==> src/rtl/pc_sequencer_if.sv <==
// Fetch-control bundle between the debug/control unit (master) and pc_sequencer (slave).
// Carries run/step/clear control, hazard and redirect inputs, and PC/advance status back.
interface pc_sequencer_if #(
    parameter int DATA_WIDTH = 32
);
    logic                  i_start;
    logic                  i_step_mode;
    logic                  i_step;
    logic                  i_clear;
    logic                  i_stall;
    logic                  i_jump;
    logic [DATA_WIDTH-1:0] i_jump_target;
    logic                  i_branch_taken;
    logic [DATA_WIDTH-1:0] i_branch_target;
    logic                  i_halt;
    logic [DATA_WIDTH-1:0] o_pc;
    logic [DATA_WIDTH-1:0] o_pc_incr;
    logic                  o_advance;
    logic                  o_halted;
    logic [31:0]           o_cycle_count;

    modport master (
        output i_start, i_step_mode, i_step, i_clear, i_stall,
               i_jump, i_jump_target, i_branch_taken, i_branch_target, i_halt,
        input  o_pc, o_pc_incr, o_advance, o_halted, o_cycle_count
    );

    modport slave (
        input  i_start, i_step_mode, i_step, i_clear, i_stall,
               i_jump, i_jump_target, i_branch_taken, i_branch_target, i_halt,
        output o_pc, o_pc_incr, o_advance, o_halted, o_cycle_count
    );
endinterface

==> src/rtl/pc_sequencer.sv <==
// PC register + run/step/halt control for fetch; optional advance counter under PC_SEQ_CYCLE_COUNT_EN.
// Latency: new PC one edge after inputs sampled; o_advance/o_pc_incr are combinational.
// Backpressure: i_stall holds the PC and drops o_advance unless a taken branch redirects.
module pc_sequencer #(
    parameter int                    DATA_WIDTH = 32,
    parameter logic [DATA_WIDTH-1:0] RESET_PC   = '0
) (
    input  logic           i_clk,
    input  logic           i_rst_n,
    pc_sequencer_if.slave  bus
);

    typedef enum logic [2:0] {
        S_IDLE,
        S_RUN,
        S_STEP_WAIT,
        S_STEP_EXEC,
        S_HALTED
    } state_t;

    state_t                state;
    logic [DATA_WIDTH-1:0] pc;
    logic [DATA_WIDTH-1:0] pc_incr;
    logic                  halted;
    logic                  active;
    logic                  advance;

    assign active  = (state == S_RUN) || (state == S_STEP_EXEC);
    assign pc_incr = pc + {{(DATA_WIDTH-1){1'b0}}, 1'b1};
    // A taken branch resolves in EX and must flush/redirect even while ID is stalled.
    assign advance = active && (!bus.i_stall || bus.i_branch_taken);

    assign bus.o_pc      = pc;
    assign bus.o_pc_incr = pc_incr;
    assign bus.o_advance = advance;
    assign bus.o_halted  = halted;

    always_ff @(posedge i_clk or negedge i_rst_n) begin
        if (!i_rst_n) begin
            state  <= S_IDLE;
            pc     <= RESET_PC;
            halted <= 1'b0;
        end else begin
            case (state)
                S_IDLE: begin
                    if (bus.i_start)
                        state <= bus.i_step_mode ? S_STEP_WAIT : S_RUN;
                end
                S_STEP_WAIT: begin
                    if (bus.i_step)
                        state <= S_STEP_EXEC;
                end
                S_RUN, S_STEP_EXEC: begin
                    // A step is consumed even when it stalls; the next pulse retries.
                    if (state == S_STEP_EXEC)
                        state <= S_STEP_WAIT;
                    if (bus.i_branch_taken) begin
                        pc <= bus.i_branch_target;
                    end else if (bus.i_stall) begin
                        pc <= pc;
                    end else if (bus.i_jump) begin
                        pc <= bus.i_jump_target;
                    end else if (bus.i_halt) begin
                        state  <= S_HALTED;
                        halted <= 1'b1;
                    end else begin
                        pc <= pc_incr;
                    end
                end
                S_HALTED: begin
                    if (bus.i_clear) begin
                        state  <= S_IDLE;
                        pc     <= RESET_PC;
                        halted <= 1'b0;
                    end
                end
                default: begin
                    state  <= S_IDLE;
                    halted <= 1'b0;
                end
            endcase
        end
    end

`ifdef PC_SEQ_CYCLE_COUNT_EN
    logic [31:0] cycle_count;

    always_ff @(posedge i_clk or negedge i_rst_n) begin
        if (!i_rst_n)
            cycle_count <= '0;
        else if (state == S_HALTED && bus.i_clear)
            cycle_count <= '0;
        else if (advance)
            cycle_count <= cycle_count + 32'd1;
    end

    assign bus.o_cycle_count = cycle_count;
`else
    assign bus.o_cycle_count = '0;
`endif

endmodule

==> src/flat_wrapper.sv <==
// flat-port wrapper written by rule: the top's interface ports become plain ports
module pc_sequencer_flat 
#(
    parameter int                    DATA_WIDTH = 32,
    parameter logic [DATA_WIDTH-1:0] RESET_PC   = '0
)
  (i_clk, i_rst_n, bus_i_start, bus_i_step_mode, bus_i_step, bus_i_clear, bus_i_stall, bus_i_jump, bus_i_jump_target, bus_i_branch_taken, bus_i_branch_target, bus_i_halt, bus_o_pc, bus_o_pc_incr, bus_o_advance, bus_o_halted, bus_o_cycle_count);
  pc_sequencer_if #(.DATA_WIDTH(DATA_WIDTH)) bus_i ();
  input  logic i_clk;
  input  logic i_rst_n;
  input wire logic [$bits(bus_i.i_start)-1:0] bus_i_start;
  input wire logic [$bits(bus_i.i_step_mode)-1:0] bus_i_step_mode;
  input wire logic [$bits(bus_i.i_step)-1:0] bus_i_step;
  input wire logic [$bits(bus_i.i_clear)-1:0] bus_i_clear;
  input wire logic [$bits(bus_i.i_stall)-1:0] bus_i_stall;
  input wire logic [$bits(bus_i.i_jump)-1:0] bus_i_jump;
  input wire logic [$bits(bus_i.i_jump_target)-1:0] bus_i_jump_target;
  input wire logic [$bits(bus_i.i_branch_taken)-1:0] bus_i_branch_taken;
  input wire logic [$bits(bus_i.i_branch_target)-1:0] bus_i_branch_target;
  input wire logic [$bits(bus_i.i_halt)-1:0] bus_i_halt;
  output wire logic [$bits(bus_i.o_pc)-1:0] bus_o_pc;
  output wire logic [$bits(bus_i.o_pc_incr)-1:0] bus_o_pc_incr;
  output wire logic [$bits(bus_i.o_advance)-1:0] bus_o_advance;
  output wire logic [$bits(bus_i.o_halted)-1:0] bus_o_halted;
  output wire logic [$bits(bus_i.o_cycle_count)-1:0] bus_o_cycle_count;
  assign bus_i.i_start = bus_i_start;
  assign bus_i.i_step_mode = bus_i_step_mode;
  assign bus_i.i_step = bus_i_step;
  assign bus_i.i_clear = bus_i_clear;
  assign bus_i.i_stall = bus_i_stall;
  assign bus_i.i_jump = bus_i_jump;
  assign bus_i.i_jump_target = bus_i_jump_target;
  assign bus_i.i_branch_taken = bus_i_branch_taken;
  assign bus_i.i_branch_target = bus_i_branch_target;
  assign bus_i.i_halt = bus_i_halt;
  assign bus_o_pc = bus_i.o_pc;
  assign bus_o_pc_incr = bus_i.o_pc_incr;
  assign bus_o_advance = bus_i.o_advance;
  assign bus_o_halted = bus_i.o_halted;
  assign bus_o_cycle_count = bus_i.o_cycle_count;
  pc_sequencer #(.DATA_WIDTH(DATA_WIDTH), .RESET_PC(RESET_PC)) u_core (.i_clk(i_clk), .i_rst_n(i_rst_n), .bus(bus_i));
endmodule
==> config.mk <==
export PLATFORM = sky130hd
export DESIGN_NAME = pc_sequencer_flat
export DESIGN_NICKNAME = d
export VERILOG_FILES = /design/src/rtl/pc_sequencer_if.sv /design/src/rtl/pc_sequencer.sv /design/src/flat_wrapper.sv
export SDC_FILE = /design/constraint.sdc
export NUM_CORES = 1
export LEC_CHECK = 0
export CORE_MARGIN = 1.5
export CORE_UTILIZATION = 39
export DETAILED_ROUTE_END_ITERATION = 7
export GPL_TIMING_DRIVEN = 0
export PLACE_DENSITY_LB_ADDON = 0.12
export SYNTH_ARGS = -nofsm -noshare
export SYNTH_HDL_FRONTEND = slang
export SYNTH_SLANG_ARGS = --single-unit
export TNS_END_PERCENT = 1
==> constraint.sdc <==
create_clock -name i_clk -period 2.3 [get_ports i_clk]
set_clock_uncertainty 0.15 [all_clocks]
set_input_delay 0.23 -clock i_clk [delete_from_list [all_inputs] [get_ports i_clk]]
set_output_delay 0.23 -clock i_clk [all_outputs]
set_load 0.05 [all_outputs]
; Word level (Yosys, flattened, before mapping)
; Index checks and enable logic that the tools add are counted.
[totals]
wordCells = 51
output_inout_bits = 98
reg_bits = 36
input_bits = 74
[classes]
addsub = 1
reduce_logical = 11
mux = 22
eq_ne = 13
bitwise_logic = 1
[op_table]
columns = cell, n
row1 = $mux W32, 5
row2 = $pmux W32 S2, 1
row3 = $add A32 B1 Y32 const B, 1
row4 = $mux W3, 8
row5 = $ne A2 B2 Y1 const B, 7
row6 = $pmux W3 S4, 1
row7 = $eq A3 B2 Y1 const B, 2
row8 = $reduce_and A6 Y1, 1
row9 = $mux W1, 5
row10 = $ne A4 B4 Y1 const B, 1
row11 = $reduce_and A4 Y1, 1
row12 = $reduce_or A2 Y1, 2
row13 = $eq A3 B1 Y1 const B, 1
row14 = $eq A3 B3 Y1 const B, 1
row15 = $logic_not A3 Y1, 1
row16 = $ne A3 B3 Y1 const B, 1
row17 = $pmux W1 S3, 1
row18 = $reduce_and A3 Y1, 1
row19 = $logic_or A1 B1 Y1, 2
row20 = $mux W2, 1
row21 = $reduce_bool A2 Y1, 1
row22 = $logic_and A1 B1 Y1, 1
row23 = $logic_not A1 Y1, 1
row24 = $not A1 Y1, 1

; Logic depth before layout (Yosys ltp)
; Gate-level depths: netlist of run 1.
[depth]
depth_word = 7
mapped_depth = 8
ltp_nobuf = 6

; Worst setup path before layout of run 1
; OpenSTA, ideal clock, no wires.
[synth_timing]
kind = register -> register
start = register u_core.pc[11] (netlist: u_core.bus.o_pc[11])
end = register u_core.pc[26] (netlist: u_core.bus.o_pc[26])
path_slack_ns = -0.718
arrival_time_ns = 2.798
setup_ns = 0.070
required_ns = 2.080
n_path_buf = 1
synth_period_minus_slack_ns = 3.018
stages_incl_launch_ff = 7
cell_sequence = dfrtp_1 clkbuf_2 nand4_4 nor4_4 nand3_1 xnor2_1 a221o_1
[synth_between]
elab_chain_len = 6
[synth_rtl]
columns = element, line
row1 = "start, declared", pc_sequencer.sv:22  ; logic [DATA_WIDTH-1:0] pc;
row2 = "start signal, assigned", pc_sequencer.sv:58  ; pc <= bus.i_branch_target;
row3 = "start signal, assigned", pc_sequencer.sv:60  ; pc <= pc;
row4 = "start signal, assigned", pc_sequencer.sv:62  ; pc <= bus.i_jump_target;
row5 = $add A32 B1 Y32, pc_sequencer.sv:29  ; assign pc_incr = pc + {{(DATA_WIDTH-1){1'b0}}, 1'b1};
row6 = named net bus_o_pc_incr[26], flat_wrapper.sv:22  ; output wire logic [$bits(bus_i.o_pc_incr)-1:0] bus_o_pc_incr;
row7 = $mux W32, pc_sequencer.sv:63  ; end else if (bus.i_halt) begin
row8 = $mux W32, pc_sequencer.sv:61  ; end else if (bus.i_jump) begin
row9 = $mux W32, pc_sequencer.sv:59  ; end else if (bus.i_stall) begin
row10 = $mux W32, pc_sequencer.sv:57  ; if (bus.i_branch_taken) begin
row11 = $pmux W32 S2, pc_sequencer.sv:44  ; case (state)
; The timed path passes the listed nets, and every way through them passes these cells. The select of a mux whose other input is x is not followed.
; A chain may end at the register's enable or synchronous reset.

; Worst setup path after layout of run 1
[layout_timing]
start = register u_core.pc[5] (netlist: u_core.bus.o_pc[5])
end = output bus_o_pc_incr[10]
[layout_between]
elab_chain_len = 1
[layout_rtl]
columns = element, line
row1 = $add A32 B1 Y32, pc_sequencer.sv:29
row2 = "end, declared", flat_wrapper.sv:22
; Every way passes these cells.

==> results.sh, run 1 <==
export IMPL_status="finished with violations"
export IMPL_violations="negative setup slack"
export IMPL_yosys_top_cells_count="dfrtp_1 (36), nand3_1 (36), buf_4 (32), o21ai_0 (23), xnor2_1 (23)"
export IMPL_cts_root_buf="clkbuf_8"
export IMPL_die_x_um=91.7
export IMPL_grt_pass1_wl_um=18600
export IMPL_antenna_found_initial=0
export IMPL_p_per_area_nw_per_um2=1340
export IMPL_worstPathMaxFanout=6
export IMPL_design_area_um2=5730
export IMPL_peakVddDrop_mv=0.885
export IMPL_fin_nets=674
export IMPL_clk_pin_slew_worst_paths_ns=0.08
export IMPL_synth_area_leaders="dfrtp_1 (29%), buf_4 (7.8%), xnor2_1 (6.6%)"
export IMPL_wl_met3_um=1310
export IMPL_wl_per_cell_um=18.4
export IMPL_setup_violations=13
export IMPL_startpoint_type="register"
export IMPL_drt_iter0_markers=377
export IMPL_h_tree_depth=2
export IMPL_synth_edff_count=0
export IMPL_async_flop_share_pct=100
export IMPL_drc=0
export IMPL_drv_slew=0
export IMPL_first_pass_iters=8
export IMPL_end_kind="primary output"
export IMPL_diodes=0
export IMPL_dr_total_vias=3943
export IMPL_area_delta_synth_final_pct=86.9
export IMPL_pin_count=172
export IMPL_globalplace_congestion=0.879
export IMPL_fillers=573
export IMPL_initial_core_util_pct=39.9
export IMPL_hpwlAfterDp_um=8580
export IMPL_worst_pin_slew_ns=0.889
export IMPL_yosysWarnings=0
export IMPL_power_mw=7.69
export IMPL_ys_seq_area_share_pct=29.4
export IMPL_critical_path_class="reg -> out"
export IMPL_clock_latency_ns=0.29
export IMPL_ant_nets=0
export IMPL_cts_tree="done"
export IMPL_timing_final_ws_setup_ns=-0.222
export IMPL_rows=32
export IMPL_cts_buffers=5
export IMPL_drive_gt1_share_pct=34.8
export IMPL_clock_fmax_mhz=397
export IMPL_wl_met2_um=6220
export IMPL_die_area_um2=8410
export IMPL_wl_met1_um=4890
export IMPL_synthCells=369
export IMPL_synth_area_um2=3070
export IMPL_gr_total_overflow=0
export IMPL_grt_max_degree=37
export IMPL_layout_min_cycle_time_ns=2.52
export IMPL_die_y_um=91.7
export IMPL_drt_total_wl_um=12900
export IMPL_cts_buffer_depth=2
export IMPL_viasPerCell=5.62
export IMPL_grt_pass1_vias=3609
export IMPL_synth_top_area_cell="dfrtp_1"
export IMPL_placed_cell_area_um2=5010
export IMPL_port_buffers=138
export IMPL_slew_headroom_pct=40.7
export IMPL_leakage_nw=2.55
export IMPL_clock_sinks=36
export IMPL_finalHoldViolCount=0
export IMPL_min_path_type="in -> reg"
export IMPL_rsz0062_at_grt="true"
export IMPL_grt_use_total_pct=28.5
export IMPL_synth_seq_cells=36
export IMPL_finalCritPeriodShare_pct=110
export IMPL_cp_arrival_ns=2.14
export IMPL_fin_setup_tns_ns=-1.04
export IMPL_syn_avg_cell_area_um2=8.31
export IMPL_coreArea_um2=7690
export IMPL_synth_ff_type="dfrtp_1"
export IMPL_synth_cell_types=52
export IMPL_required_ns=1.92
export IMPL_cap_violations=0
export IMPL_synth_top_area_share_pct=29.4
export IMPL_routed_top_layer="met4"
==> layout make-up <==
| class | count | area (µm²) | area share, % |
|---|---|---|---|
| Buffer | 51 | 329 | 5.74 |
| Clock buffer | 8 | 90.1 | 1.57 |
| Inverter | 11 | 41.3 | 0.720 |
| Multi-Input combinational cell | 301 | 2380 | 41.5 |
| Sequential cell | 36 | 933 | 16.3 |
| Tap cell | 102 | 128 | 2.23 |
| Timing Repair Buffer | 193 | 1830 | 31.9 |
==> repair_timing <==
item | 4_1_cts | 5_1_grt
gates resized for setup | 194 | 45
gates cloned | 0 | 1
pin swaps | 12 | 18
setup buffers | 15 | 39
endpoints found under the setup margin | 54 | 57
endpoints found under the hold margin | 36 | 0
hold buffers | 1 | 0
==> metrics by stage <==
stage	hold WS [ns]	utilization, %	setup slack (ns)	instances
4_1_cts	0.381	69.7	-0.221	662
3_5_place_dp	0.254	65.2	-1.05	640
3_3_place_gp	0.358	65.3	-0.949	640
5_1_grt	0.411	74.6	-0.217	702
2_1_floorplan	-0.216	-	-0.255	400
6_report	0.388	74.6	-0.222	702
==> logic make-up after synthesis <==
kind of cell,after synthesis,synth area share [%]
AND/OR/NAND/NOR,128,24.0
AO/OA/AOI/OAI,100,22.6
buffers and inverters,64,12.0
flip-flops,36,29.4
XOR/XNOR,30,8.56
multiplexers,9,2.98
adder cells (fa/ha/maj),1,0.408
other,1,0.122
==> critical path, stage by stage (launching register included) <==
cell and delay (ns):
dfrtp_2 0.44, buf_4 0.14, nand4_2 0.16, nor3_1 0.50, xor2_2 0.20, clkdlybuf4s15_2 0.40
==> report_power, final <==
| group | total (mW) | internal [mW] | switching (mW) |
|---|---|---|---|
| registers | 1.55 | 0.975 | 0.572 |
| clock network | 0.489 | 0.245 | 0.244 |
| logic | 5.65 | 2.17 | 3.48 |
| total | 7.69 | 3.39 | 4.30 |
==> per-layer routing <==
layer / track usage, % / vias up
met5: 0 / -
met4: 12.4 / 0
met3: 5.80 / 52
met2: 48.2 / 275
met1: 35.2 / 1857
li1: - / 1759
==> final timing paths <==
kind	from	to	slack, ns	depth (start not counted)
max	u_core.bus.o_pc[5]$_DFFE_PN0P_	bus_o_pc_incr[10]	-0.22	5
min	bus_i_branch_target[13]	u_core.bus.o_pc[13]$_DFFE_PN0P_	0.39	3
max in group asynchronous	i_rst_n	u_core.bus.o_pc[23]$_DFFE_PN0P_	0.93	2
min in group asynchronous	i_rst_n	u_core.bus.o_pc[6]$_DFFE_PN0P_	0.45	2
max reg2reg	u_core.state[2]$_DFFE_PN0P_	u_core.bus.o_pc[14]$_DFFE_PN0P_	0.11	9
min reg2reg	u_core.bus.o_halted$_DFFE_PN0P_	u_core.bus.o_halted$_DFFE_PN0P_	0.40	2
==> sequential cells by signal, summed over array words and instances, names as in the netlist <==
register,count
u_core.state,3
u_core.bus.o_halted,1
u_core.bus.o_pc,32
==> cell usage in the layout (no fill, tap or decap), types with 9 or more instances in the layout <==
cell type / instances
buf_4: 82
dfrtp_2: 26
xnor2_4: 11
o211ai_1: 9
nand3_1: 31
buf_6: 26
o21ai_0: 23
nor2_1: 21
xnor2_2: 10
inv_1: 11
dfrtp_1: 10
a21oi_1: 12
clkdlybuf4s50_1: 106
o22ai_1: 9
nand2_1: 19
clkbuf_1: 10
conb_1: 32
No activity file was read; power rests on OpenSTA's default activity.
==> inputs of run 2 (changes only) <==
--- a/config.mk
+++ b/config.mk
@@ -10,6 +10,7 @@
 export DETAILED_ROUTE_END_ITERATION = 7
 export GPL_TIMING_DRIVEN = 0
 export PLACE_DENSITY_LB_ADDON = 0.12
+export SKIP_LAST_GASP = 1
 export SYNTH_ARGS = -nofsm -noshare
 export SYNTH_HDL_FRONTEND = slang
 export SYNTH_SLANG_ARGS = --single-unit
==> results.sh, run 2 (synthesis gave the netlist of run 1 again) <==
export IMPL_dr_total_vias=3747
export IMPL_final_cells=686
export IMPL_layout_commonest_cell="clkdlybuf4s50_1"
export IMPL_drt_iter0_markers=259
export IMPL_grt_use_total_pct=28.2
export IMPL_cp_arrival_ns=2.05
export IMPL_p_clk_share_pct=6.6
export IMPL_rsz0062_at_grt="true"
export IMPL_numPlacedInstances=640
export IMPL_worst_pin_slew_ns=0.916
export IMPL_drive_gt1_share_pct=30.3
export IMPL_port_buffers=138
export IMPL_drv_slew=0
export IMPL_end_kind="primary output"
export IMPL_p_sw_mw=4.18
export IMPL_drt_total_wl_um=12100
export IMPL_globalplace_congestion=0.879
export IMPL_die_x_um=91.7
export IMPL_clk_pin_slew_worst_paths_ns=0.08
export IMPL_setup_violations=31
export IMPL_status="finished with violations"
export IMPL_fin_setup_tns_ns=-1.85
export IMPL_area_delta_synth_final_pct=79.2
export IMPL_grt_pass1_vias=3507
export IMPL_clock_fmax_mhz=411
export IMPL_wl_per_cell_um=17.6
export IMPL_fillers=610
export IMPL_clock_latency_ns=0.29
export IMPL_diodes=0
export IMPL_violations="negative setup slack"
export IMPL_pin_count=172
export IMPL_worstHoldPathCells=3
export IMPL_p_sw_share_pct=56.8
export IMPL_rows=32
export IMPL_antenna_found_initial=0
export IMPL_rrSetupSlack_ns=-0.02
export IMPL_die_area_um2=8410
export IMPL_largest_register_ff_count=32
export IMPL_min_to="u_core.bus.o_pc[13]$_DFFE_PN0P_"
export IMPL_leakage_nw=2.43
export IMPL_mostFrequentLayoutCells="clkdlybuf4s50_1 (108), buf_4 (73), nand3_1 (32), conb_1 (32), dfrtp_2 (26)"
export IMPL_cts_buffers=5
export IMPL_cts_tree="done"
export IMPL_die_y_um=91.7
export IMPL_critical_path_class="reg -> out"
export IMPL_timing_final_ws_setup_ns=-0.130
export IMPL_fin_nets=658
export IMPL_worst_r2r_cell_count=9
export IMPL_slew_headroom_pct=39.0
export IMPL_p_per_area_nw_per_um2=1340
export IMPL_cap_violations=0
export IMPL_initial_core_util_pct=39.9
export IMPL_finalCritPeriodShare_pct=106
export IMPL_required_ns=1.92
export IMPL_cts_root_buf="clkbuf_8"
export IMPL_worstPathMaxFanout=7
export IMPL_first_pass_iters=7
export IMPL_power_frac_comb_pct=72.4
export IMPL_hpwlAfterDp_um=8580
export IMPL_min_path_type="in -> reg"
export IMPL_ant_nets=0
export IMPL_seqPwrFrac_pct=21.0
export IMPL_cts_buffer_depth=2
export IMPL_clock_sinks=36
export IMPL_viasPerCell=5.46
export IMPL_gr_total_overflow=0
export IMPL_finalHoldViolCount=0
export IMPL_h_tree_depth=2
export IMPL_drc=0
export IMPL_min_from="bus_i_branch_target[13]"
export IMPL_r2r_start="u_core.state[2]$_DFFE_PN0P_"
export IMPL_r2r_end="u_core.bus.o_pc[23]$_DFFE_PN0P_"
export IMPL_layout_min_cycle_time_ns=2.43
export IMPL_internal_power_mw=3.19
export IMPL_grt_pass1_wl_um=18400
export IMPL_coreArea_um2=7690
export IMPL_startpoint_type="register"
export IMPL_grt_max_degree=37
export IMPL_peakVddDrop_mv=0.890
## run 2: cell count changes in the layout (fill, tap and decap cells not counted), moves of 2 or more
cell / delta
a221oi_1: +2
a221oi_2: -2
buf_12: +2
buf_2: +5
buf_4: -9
buf_6: -21
clkbuf_1: +4
clkbuf_2: -2
clkdlybuf4s50_1: +2
dlygate4sd2_1: +6
nand2_1: +2
nand2_2: -2
## run 2: worst max path at each step
stage	to	start	slack [ns]	cells past startpoint
final	bus_o_pc_incr[15]	u_core.bus.o_pc[0]$_DFFE_PN0P_	-0.13	6
after global routing	bus_o_pc_incr[22]	u_core.bus.o_pc[14]$_DFFE_PN0P_	-0.23	7
after CTS	bus_o_pc_incr[30]	u_core.bus.o_pc[0]$_DFFE_PN0P_	-0.27	7
after detailed placement	bus_o_pc_incr[30]	u_core.bus.o_pc[0]$_DFFE_PN0P_	-1.05	6
after global placement	bus_o_pc_incr[30]	u_core.bus.o_pc[0]$_DFFE_PN0P_	-0.95	6
after floorplan	bus_o_pc_incr[30]	u_core.bus.o_pc[5]$_DFFE_PN0P_	-0.26	4
## run 2: power groups by stage
stage	logic, mW	clock network (mW)	registers [mW]
3_5_place_dp	5.02	0	1.58
6_report	5.34	0.489	1.55
3_3_place_gp	4.97	0	1.55
5_1_grt	5.57	0.521	1.59
4_1_cts	4.99	0.495	1.59
2_1_floorplan	2.53	0	2.45
## run 2: what timing repair did
action	CTS	global route
setup buffers	15	24
endpoints found under the hold margin	36	0
setup endpoints to repair	54	63
hold buffers	1	0
pin swaps	9	9
gates resized for setup	120	40
## run 2: stage by stage
stage,setup WS [ns],power [mW],utilization (%),instance area [µm²],hold WS (ns)
floorplan,-0.255,4.97,-,3510,-0.216
global placement,-0.949,6.52,65.3,5020,0.358
detailed placement,-1.05,6.60,65.2,5010,0.254
CTS,-0.267,7.08,68.7,5280,0.385
global route,-0.234,7.68,71.5,5500,0.411
finish,-0.130,7.37,71.5,5500,0.384
## run 2: per-layer routing
| layer | wire [µm] | vias up | global-route usage [%] |
|---|---|---|---|
| met5 | 0 | - | 0 |
| met4 | 229 | 0 | 9.36 |
| met3 | 1090 | 21 | 4.98 |
| met2 | 5980 | 217 | 48.8 |
| met1 | 4780 | 1781 | 35.5 |
| li1 | - | 1728 | - |
## run 2: worst max-delay path: stages (launching register included)
cell and delay [ns]:
dfrtp_2 0.41, nand4_1 0.10, buf_4 0.19, nor4_4 0.37, buf_4 0.18, xor2_2 0.12, clkdlybuf4s18_2 0.37
## run 2: area by class of cell
class	count	area [µm²]	share of cell area [%]
Buffer	51	318	5.78
Clock buffer	8	90.1	1.64
Sequential cell	36	933	17.0
Timing Repair Buffer	178	1650	30.1
Tap cell	102	128	2.32
Multi-Input combinational cell	300	2330	42.5
Inverter	11	41.3	0.751
